<file path="src/rtl/access_req_queue_if.sv">
// access_req_queue_if: requester/tree-leaf signal bundle for access_req_queue.
// The master side is the requester plus the tree leaf that services the
// queue; the slave side is the queue itself.
// Handshake: a word moves in on a clock edge where push=1 and the queue
// accepts it (not full, or a pop happens on the same edge). The head moves
// out on a clock edge where req=1 and serv=1. serv with req=0 is an
// underflow, and push while full without a pop is an overflow. Both are
// recorded in sticky flags.
interface access_req_queue_if #(
  parameter int data_width = 132,
  parameter int depth      = 4
);
  localparam int CW = $clog2(depth) + 1;

  logic                  push;
  logic [data_width-1:0] data_IN;
  logic                  full;
  logic                  req;
  logic [data_width-1:0] data_OUT;
  logic                  serv;
  logic [CW-1:0]         count;
  logic                  ovf_err;
  logic                  udf_err;
  logic                  starve;

  modport master (
    output push, data_IN, serv,
    input  full, req, data_OUT, count, ovf_err, udf_err, starve
  );

  modport slave (
    input  push, data_IN, serv,
    output full, req, data_OUT, count, ovf_err, udf_err, starve
  );
endinterface

</file>
<file path="src/rtl/access_req_queue.sv">
// access_req_queue: per-requester FIFO in front of one leaf of the access
// scheduler tree. It keeps requests in order across arbitration conflicts and
// presents the head entry as a req/data pair.
// Optional head-age monitor: define ACCESS_REQ_QUEUE_AGE_MON_EN to build the
// starvation detector. Without it, starve is tied to 0.
module access_req_queue #(
  parameter int data_width = 132,
  parameter int depth      = 4
`ifdef ACCESS_REQ_QUEUE_AGE_MON_EN
  , parameter int age_limit = 15
`endif
) (
  input  logic              clk,
  input  logic              rst,
  access_req_queue_if.slave q
);
  localparam int PW = $clog2(depth);
  localparam int CW = PW + 1;
  localparam logic [CW-1:0] DEPTH_C = CW'(depth);

  logic [data_width-1:0] mem [depth];

  logic [PW-1:0] rd_ptr_q, rd_ptr_d;
  logic [PW-1:0] wr_ptr_q, wr_ptr_d;
  logic [CW-1:0] count_q, count_d;
  logic          ovf_q, ovf_d;
  logic          udf_q, udf_d;

  logic not_empty;
  logic pop;
  logic push_ok;

  assign not_empty = (count_q != '0);
  assign pop       = q.serv && not_empty;
  // A full queue still accepts a word when the head leaves on the same edge.
  assign push_ok   = q.push && ((count_q != DEPTH_C) || pop);

  // Next-state for the pointers, occupancy and sticky error flags.
  always_comb begin
    rd_ptr_d = rd_ptr_q;
    wr_ptr_d = wr_ptr_q;
    count_d  = count_q;
    ovf_d    = ovf_q;
    udf_d    = udf_q;
    if (pop) begin
      rd_ptr_d = rd_ptr_q + PW'(1);
    end
    if (push_ok) begin
      wr_ptr_d = wr_ptr_q + PW'(1);
    end
    if (push_ok && !pop) begin
      count_d = count_q + CW'(1);
    end else if (pop && !push_ok) begin
      count_d = count_q - CW'(1);
    end
    if (q.push && !push_ok) begin
      ovf_d = 1'b1;
    end
    if (q.serv && !not_empty) begin
      udf_d = 1'b1;
    end
  end

  // Control state register. Reset discards every entry at once.
  always_ff @(posedge clk or posedge rst) begin
    if (rst) begin
      rd_ptr_q <= '0;
      wr_ptr_q <= '0;
      count_q  <= '0;
      ovf_q    <= 1'b0;
      udf_q    <= 1'b0;
    end else begin
      rd_ptr_q <= rd_ptr_d;
      wr_ptr_q <= wr_ptr_d;
      count_q  <= count_d;
      ovf_q    <= ovf_d;
      udf_q    <= udf_d;
    end
  end

  // Storage write. The contents need no reset because data_OUT is masked while empty.
  always_ff @(posedge clk) begin
    if (push_ok) begin
      mem[wr_ptr_q] <= q.data_IN;
    end
  end

`ifdef ACCESS_REQ_QUEUE_AGE_MON_EN
  localparam int AW = $clog2(age_limit + 1) + 1;
  localparam logic [AW-1:0] AGE_MAX = '1;
  localparam logic [AW-1:0] AGE_LIM = AW'(age_limit);

  logic [AW-1:0] age_q, age_d;
  logic          starve_q, starve_d;

  // Age the head while it waits unserviced. A pop or an empty queue restarts the count.
  always_comb begin
    age_d    = age_q;
    starve_d = starve_q;
    if (pop || !not_empty) begin
      age_d    = '0;
      starve_d = 1'b0;
    end else if (!q.serv) begin
      if (age_q != AGE_MAX) begin
        age_d = age_q + AW'(1);
      end
      if (age_d >= AGE_LIM) begin
        starve_d = 1'b1;
      end
    end
  end

  // Age counter and registered starvation flag.
  always_ff @(posedge clk or posedge rst) begin
    if (rst) begin
      age_q    <= '0;
      starve_q <= 1'b0;
    end else begin
      age_q    <= age_d;
      starve_q <= starve_d;
    end
  end

  assign q.starve = starve_q;
`else
  assign q.starve = 1'b0;
`endif

  assign q.req      = not_empty;
  assign q.data_OUT = not_empty ? mem[rd_ptr_q] : '0;
  assign q.full     = (count_q == DEPTH_C);
  assign q.count    = count_q;
  assign q.ovf_err  = ovf_q;
  assign q.udf_err  = udf_q;
endmodule

</file>
<file path="src/flat_wrapper.sv">
// flat-port wrapper written by rule: the top's interface ports become plain ports
module access_req_queue_flat 
#(
  parameter int data_width = 132,
  parameter int depth      = 4

)
  (clk, rst, q_push, q_data_IN, q_serv, q_full, q_req, q_data_OUT, q_count, q_ovf_err, q_udf_err, q_starve);
  access_req_queue_if #(.data_width(data_width), .depth(depth)) q_i ();
  input  logic clk;
  input  logic rst;
  input wire logic [$bits(q_i.push)-1:0] q_push;
  input wire logic [$bits(q_i.data_IN)-1:0] q_data_IN;
  input wire logic [$bits(q_i.serv)-1:0] q_serv;
  output wire logic [$bits(q_i.full)-1:0] q_full;
  output wire logic [$bits(q_i.req)-1:0] q_req;
  output wire logic [$bits(q_i.data_OUT)-1:0] q_data_OUT;
  output wire logic [$bits(q_i.count)-1:0] q_count;
  output wire logic [$bits(q_i.ovf_err)-1:0] q_ovf_err;
  output wire logic [$bits(q_i.udf_err)-1:0] q_udf_err;
  output wire logic [$bits(q_i.starve)-1:0] q_starve;
  assign q_i.push = q_push;
  assign q_i.data_IN = q_data_IN;
  assign q_i.serv = q_serv;
  assign q_full = q_i.full;
  assign q_req = q_i.req;
  assign q_data_OUT = q_i.data_OUT;
  assign q_count = q_i.count;
  assign q_ovf_err = q_i.ovf_err;
  assign q_udf_err = q_i.udf_err;
  assign q_starve = q_i.starve;
  access_req_queue #(.data_width(data_width), .depth(depth)) u_core (.clk(clk), .rst(rst), .q(q_i));
endmodule
</file>
<file path="config.mk">
export PLATFORM = sky130hd
export DESIGN_NAME = access_req_queue_flat
export DESIGN_NICKNAME = d
export VERILOG_FILES = /design/src/rtl/access_req_queue_if.sv /design/src/rtl/access_req_queue.sv /design/src/flat_wrapper.sv
export SDC_FILE = /design/constraint.sdc
export NUM_CORES = 1
export LEC_CHECK = 0
export BUFFER_PORTS_ARGS = -buffer_cell sky130_fd_sc_hd__buf_2
export CAP_MARGIN = 0
export CORE_MARGIN = 10
export CORE_UTILIZATION = 45
export DETAILED_ROUTE_END_ITERATION = 10
export PLACE_DENSITY_LB_ADDON = 0.2
export SYNTH_ARGS = -nofsm -noshare
export SYNTH_HDL_FRONTEND = slang
export SYNTH_SLANG_ARGS = --single-unit
export TNS_END_PERCENT = 10
</file>
<file path="constraint.sdc">
create_clock -name clk -period 5.2 [get_ports clk]
set_clock_uncertainty 0.15 [all_clocks]
set_input_delay 0.78 -clock clk [delete_from_list [all_inputs] [get_ports clk]]
set_output_delay 0.78 -clock clk [all_outputs]
set_load 0.005 [all_outputs]
</file>
==> results.toml, run 1 <==
[setup_path]
worstPathRequired_ns = 4.27
r2r_start = "u_core.q.count[2]"
cp.arrival_ns = 2.88
r2r-end = "u_core.mem[1][126]"
critical_path.cell_chain = "buf_12, mux4_2, and2_1, buf_2"
crit_path_end_kind = "primary output"
critical_path_class = "reg2out"
critPathMaxFanout = 45
cp_num_buf_inv = 2
worstSetupStartpointType = "flip-flop"
slowest_stage = "dfrtp_4"
r2r_setup_slack_ns = 2.45
worst_r2r_path_depth = 4
cp_top_family = "flip-flops"
slowest_delay_ns = 0.89

[cts]
clk_path_buf_depth = 3
clk-insertion-delay-late_ns = 0.58
ctsResizeCount = 0
cts_sinks = 537
cts_buffers = 54
cts_root_buf = "clkbuf_16"
clkTransAtPathRegs_ns = 0.06
ctsHtreeMaxLevel = 2
cts_tree = "done"

[sta]
finalHoldViolCount = 0
rsz0062_at_grt = "false"
tns_ns = 0
fmax_mhz = 263
drv_slew = 0
finalCritPeriodShare_pct = 73.2
setup_viol = 0
tightest_slew_ns = 0.929
setup_slack_ns = 1.39
maxSlewHeadroom_pct = 38.1
fin_crit_ns = 3.81

[floorplan]
die_h_um = 233
io_pins = 276
die_area_um2 = 54200
start_util_pct = 45.8
die_x_um = 233
core-area_um2 = 44500
num_rows = 77

[detailed_routing]
drtPass1Iterations = 5
drc = 0
drt_iter0_drc = 641
wl_per_cell_um = 23.3
vias = 9563
drt_wl_total_um = 42400
ant_nets = 0
viasPerCell = 5.25

[status]
status = "complete, no violations"

[min_path]
hold_path_depth = 1
min-delay-path-class = "in2reg"
holdCritStartpoint = "q_data_IN[87]"
hold_path_end = "u_core.mem[0][87]"

[logic_synthesis]
synthArstFlopShare_pct = 1.68
avgSynthCellArea_um2 = 23.2
synthesis.nets = 1021
synth_ff_type = "edfxtp_1"
ys_types = 23
synth_edf_count = 528
synth_area_um2 = 20400
synth_seq_cells = 537
ys_warn_count = 0
ys_seq_area_share_pct = 78.8
netlist_instances = 879

[finish]
final-seq-area_um2 = 16100
drive_above_1_share_pct = 41.7
fin_area_um2 = 24300
fin_nets = 1321
multi_input_area_um2 = 4050
fillerInstances = 3493
final_core_util_pct = 54.6
syn_to_final_growth_pct = 19.1

[pwr]
ir_worst_vdd_mv = 0.394
leakagePower_nw = 8.34
p_per_area_nw_per_um2 = 585

[placed_design]
hpwl_um = 25200
pre_cts_ws_ns = 1.93
finalWeightedCongestion = 0.692
numPortBuffers = 274
place_area_um2 = 22500

[global_routing]
grt_max_degree = 77
overflow = 0
antenna_found_initial = 13
gr-usage-all-layers_pct = 15.6
first_global_vias = 10200
grt_pass1_wl_um = 64300

[run]
maxCapViolCount = 0
## repair_timing
action	4_1_cts	5_1_grt
hold buffers	1	0
buffers inserted	0	0
endpoints found under the hold margin	9	0
## Yosys cell counts (all sizes together) (2+ instances only)
master | n | area share [%]
inv | 5 | 0.092
edfxtp | 528 | 78
ha | 5 | 0.31
xor2 | 2 | 0.086
dfrtp | 9 | 1.1
mux2 | 2 | 0.11
clkbuf | 20 | 0.37
mux4 | 132 | 15
xnor2 | 4 | 0.17
buf | 26 | 0.90
and2 | 136 | 4.2
## cells by family after synthesis
family | after synthesis | synth area share (%)
AO/OA/AOI/OAI | 3 | 0.135
XOR/XNOR | 6 | 0.258
adder cells (fa/ha/maj) | 6 | 0.405
buffers and inverters | 51 | 1.36
flip-flops | 537 | 78.8
multiplexers | 134 | 14.7
other | 1 | 0.0184
AND/OR/NAND/NOR | 141 | 4.30
## power breakdown
part	internal (mW)	switching, mW	leakage, nW
combinational	2.18	2.10	2.51
clock	2.33	1.55	0.891
sequential	5.70	0.354	4.94
total	10.2	4.01	8.34
## how the worst max path moves through the flow
| stage | start | endpoint | slack [ns] | cells past startpoint |
|---|---|---|---|---|
| floorplan | q_serv | u_core.mem[2][0] | 0.39 | 3 |
| global route | u_core.rd_ptr_q[0] | q_data_OUT[73] | 1.14 | 4 |
| CTS | u_core.rd_ptr_q[0] | q_data_OUT[1] | 1.26 | 4 |
| detailed placement | u_core.rd_ptr_q[0] | q_data_OUT[109] | 1.93 | 4 |
| global placement | u_core.rd_ptr_q[0] | q_data_OUT[73] | 1.92 | 4 |
| finish | u_core.rd_ptr_q[0] | q_data_OUT[1] | 1.39 | 4 |
## metal layers
layer | track usage [%] | part of all wire [%] | wire [um]
met2 | 24.5 | 48 | 20300
met4 | 3.55 | 1.5 | 627
met1 | 20.7 | 43 | 18000
met3 | 5.57 | 7.7 | 3280
met5 | 0 | 0.27 | 116
## layout by cell type (no fill, tap or decap), drive strengths merged, types with 2 or more instances in the layout
cell    instances
and2          136
buf           289
bufinv          6
clkbuf         73
clkinv         23
dfrtp           9
diode           4
edfxtp        528
ha              5
inv             5
mux2            2
mux4          132
xnor2           4
xor2            2
## sequential cells by signal, summed over array words and instances, names as in the netlist
name / cells
u_core.q.count: 3
u_core.wr_ptr_q: 2
u_core.q.udf_err: 1
u_core.mem: 528
u_core.q.ovf_err: 1
u_core.rd_ptr_q: 2
## cell type report
cell class                 count  area share, %
clock inverter                29           1.16
inverter                       5         0.0773
tap                          592           3.05
sequential                   537           66.2
multi-input combinational    291           16.7
antenna                        4         0.0412
clock buffer                  73           6.24
timing repair buffer         290           6.51
## per-stage QoR
step	hold slack, ns	cells	total power [mW]
2_1_floorplan	0.316	879	8.82
3_3_place_gp	0.295	1714	10.6
3_5_place_dp	0.307	1714	10.6
4_1_cts	0.211	1817	14.5
5_1_grt	0.216	1817	15.0
6_report	0.250	1821	14.2
Power figures use the tool's default switching activity.
==> run 2, diff against run 1 <==
==> constraint.sdc (replaced) <==
create_clock -name clk -period 3.3 [get_ports clk]
set_clock_uncertainty 0.15 [all_clocks]
set_input_delay 0.495 -clock clk [delete_from_list [all_inputs] [get_ports clk]]
set_output_delay 0.495 -clock clk [all_outputs]
set_load 0.005 [all_outputs]
==> results.toml, run 2 (same netlist as run 1, synthesis figures left out) <==
[status]
status = "complete, no violations"

[setup_path]
crit_path_end_kind = "primary output"
slowest_delay_ns = 0.56
r2r_setup_slack_ns = 0.80
worstPathRequired_ns = 2.65
r2r-end = "u_core.q.count[2]"
worst_r2r_path_depth = 8
cp_num_buf_inv = 2
cp_top_family = "multiplexers"
r2r_start = "u_core.q.count[0]"
cp.arrival_ns = 2.43
slowest_stage = "mux4_2"
worstSetupStartpointType = "flip-flop"
critical_path_class = "reg2out"
critical_path.cell_chain = "buf_4, mux4_2, and2_1, buf_2"
critPathMaxFanout = 21

[sta]
setup_viol = 0
tns_ns = 0
drv_slew = 0
finalCritPeriodShare_pct = 93.1
tightest_slew_ns = 0.631
rsz0062_at_grt = "false"
fmax_mhz = 325
finalHoldViolCount = 0
maxSlewHeadroom_pct = 57.9
fin_crit_ns = 3.07

[finish]
final_cell_mix = "edfxtp_1, buf_2, dlygate4sd3_1"
fillerInstances = 3287
fin_cells = 1976
largest_reg_flops = 528
multi_input_area_um2 = 4050
fin_nets = 1477
final-seq-area_um2 = 16100
syn_to_final_growth_pct = 28.1
drive_above_1_share_pct = 39.3
final_core_util_pct = 58.7
final_common_cell = "edfxtp_1"
top_register = "u_core.mem"

[global_routing]
overflow = 0
gr-usage-all-layers_pct = 16.2
antenna_found_initial = 4
grt_pass1_wl_um = 66700
grt_max_degree = 82
first_global_vias = 11200

[detailed_routing]
vias = 10200
wl_per_cell_um = 22.3
drtPass1Iterations = 6
drt_iter0_drc = 666
viasPerCell = 5.15
drc = 0
drt_wl_total_um = 44000
ant_nets = 0

[cts]
ctsHtreeMaxLevel = 2
cts_buffers = 55
clkTransAtPathRegs_ns = 0.06
post_cts_buffers = 0
ctsHoldBuffers = 134
cts_tree = "done"
clk-insertion-delay-late_ns = 0.59
clk_path_buf_depth = 3
cts_sinks = 537
cts_root_buf = "clkbuf_16"
ctsResizeCount = 0

[min_path]
hold_path_depth = 3
hold_path_end = "u_core.rd_ptr_q[1]"
holdCritStartpoint = "q_serv"
min-delay-path-class = "in2reg"

[floorplan]
die_x_um = 233
io_pins = 276
die_area_um2 = 54200
num_rows = 77
core-area_um2 = 44500
die_h_um = 233
start_util_pct = 45.8

[pwr]
seq_power_share_pct = 40.2
power_frac_comb_pct = 31.8
p_per_area_nw_per_um2 = 892
swShare_pct = 27.9
ir_worst_vdd_mv = 0.482
p_total_mw = 23.3
intPower_mw = 16.8
switching_power_mw = 6.50
pwr-share-clk_pct = 28.1
leakagePower_nw = 9.13

[placed_design]
hpwl_um = 26900
numPortBuffers = 274
finalWeightedCongestion = 0.682
placedCellCount = 1736

[run]
maxCapViolCount = 0
==> run 2: cell types whose count changed in the layout (fill, tap and decap cells not counted), moves of 2 or more <==
cell,before,now
dlygate4sd3_1,1,134
buf_12,7,22
buf_4,8,15
clkbuf_1,13,6
bufinv_16,6,9
clkbuf_16,57,59
clkinv_1,10,8
clkinvlp_4,0,2
inv_6,0,2
==> run 2: power groups by stage <==
stage | registers [mW] | clock network (mW) | logic, mW
finish | 9.36 | 6.54 | 7.40
global route | 9.48 | 6.95 | 8.07
CTS | 9.39 | 6.71 | 7.66
detailed placement | 9.53 | 0 | 7.49
global placement | 9.46 | 0 | 7.49
floorplan | 9.45 | 0 | 4.42
==> run 2: stage by stage <==
step / area (um2) / setup slack (ns) / hold WS [ns]
2_1_floorplan: 20400 / -1.28 / 0.173
3_3_place_gp: 22800 / 0.760 / 0.301
3_5_place_dp: 22800 / 0.777 / 0.313
4_1_cts: 26100 / 0.123 / 0.0375
5_1_grt: 26100 / 0.0746 / 0.0544
6_report: 26100 / 0.228 / 0.0711
==> run 2: layout make-up <==
cell class / count / area share (%)
Clock buffer: 69 / 5.95
Inverter: 5 / 0.0718
Multi-Input combinational cell: 291 / 15.5
Sequential cell: 537 / 61.6
Antenna cell: 3 / 0.0287
Clock inverter: 34 / 1.52
Tap cell: 592 / 2.84
Timing Repair Buffer: 445 / 12.5
==> run 2: tightest hold or removal path, stage by stage <==
cell and delay [ns]:
buf_2 0.12, nand3_1 0.10, xnor2_1 0.06
==> run 2: metal layers <==
layer  GRT usage, %  share of wire (%)
met1           20.7                 41
met2           27.0                 50
met3           3.89                6.9
met4           4.83                1.8
met5              0              0.016
==> run 2: worst max path at each step <==
stage	start	to	slack (ns)	cells past startpoint
detailed placement	u_core.rd_ptr_q[1]	q_data_OUT[71]	0.78	4
floorplan	u_core.q.count[2]	u_core.mem[0][0]	-1.28	3
finish	u_core.rd_ptr_q[0]	q_data_OUT[110]	0.23	4
global route	u_core.q.count[0]	q_data_OUT[80]	0.07	4
CTS	u_core.rd_ptr_q[1]	q_data_OUT[71]	0.12	4
global placement	u_core.rd_ptr_q[1]	q_data_OUT[71]	0.76	4
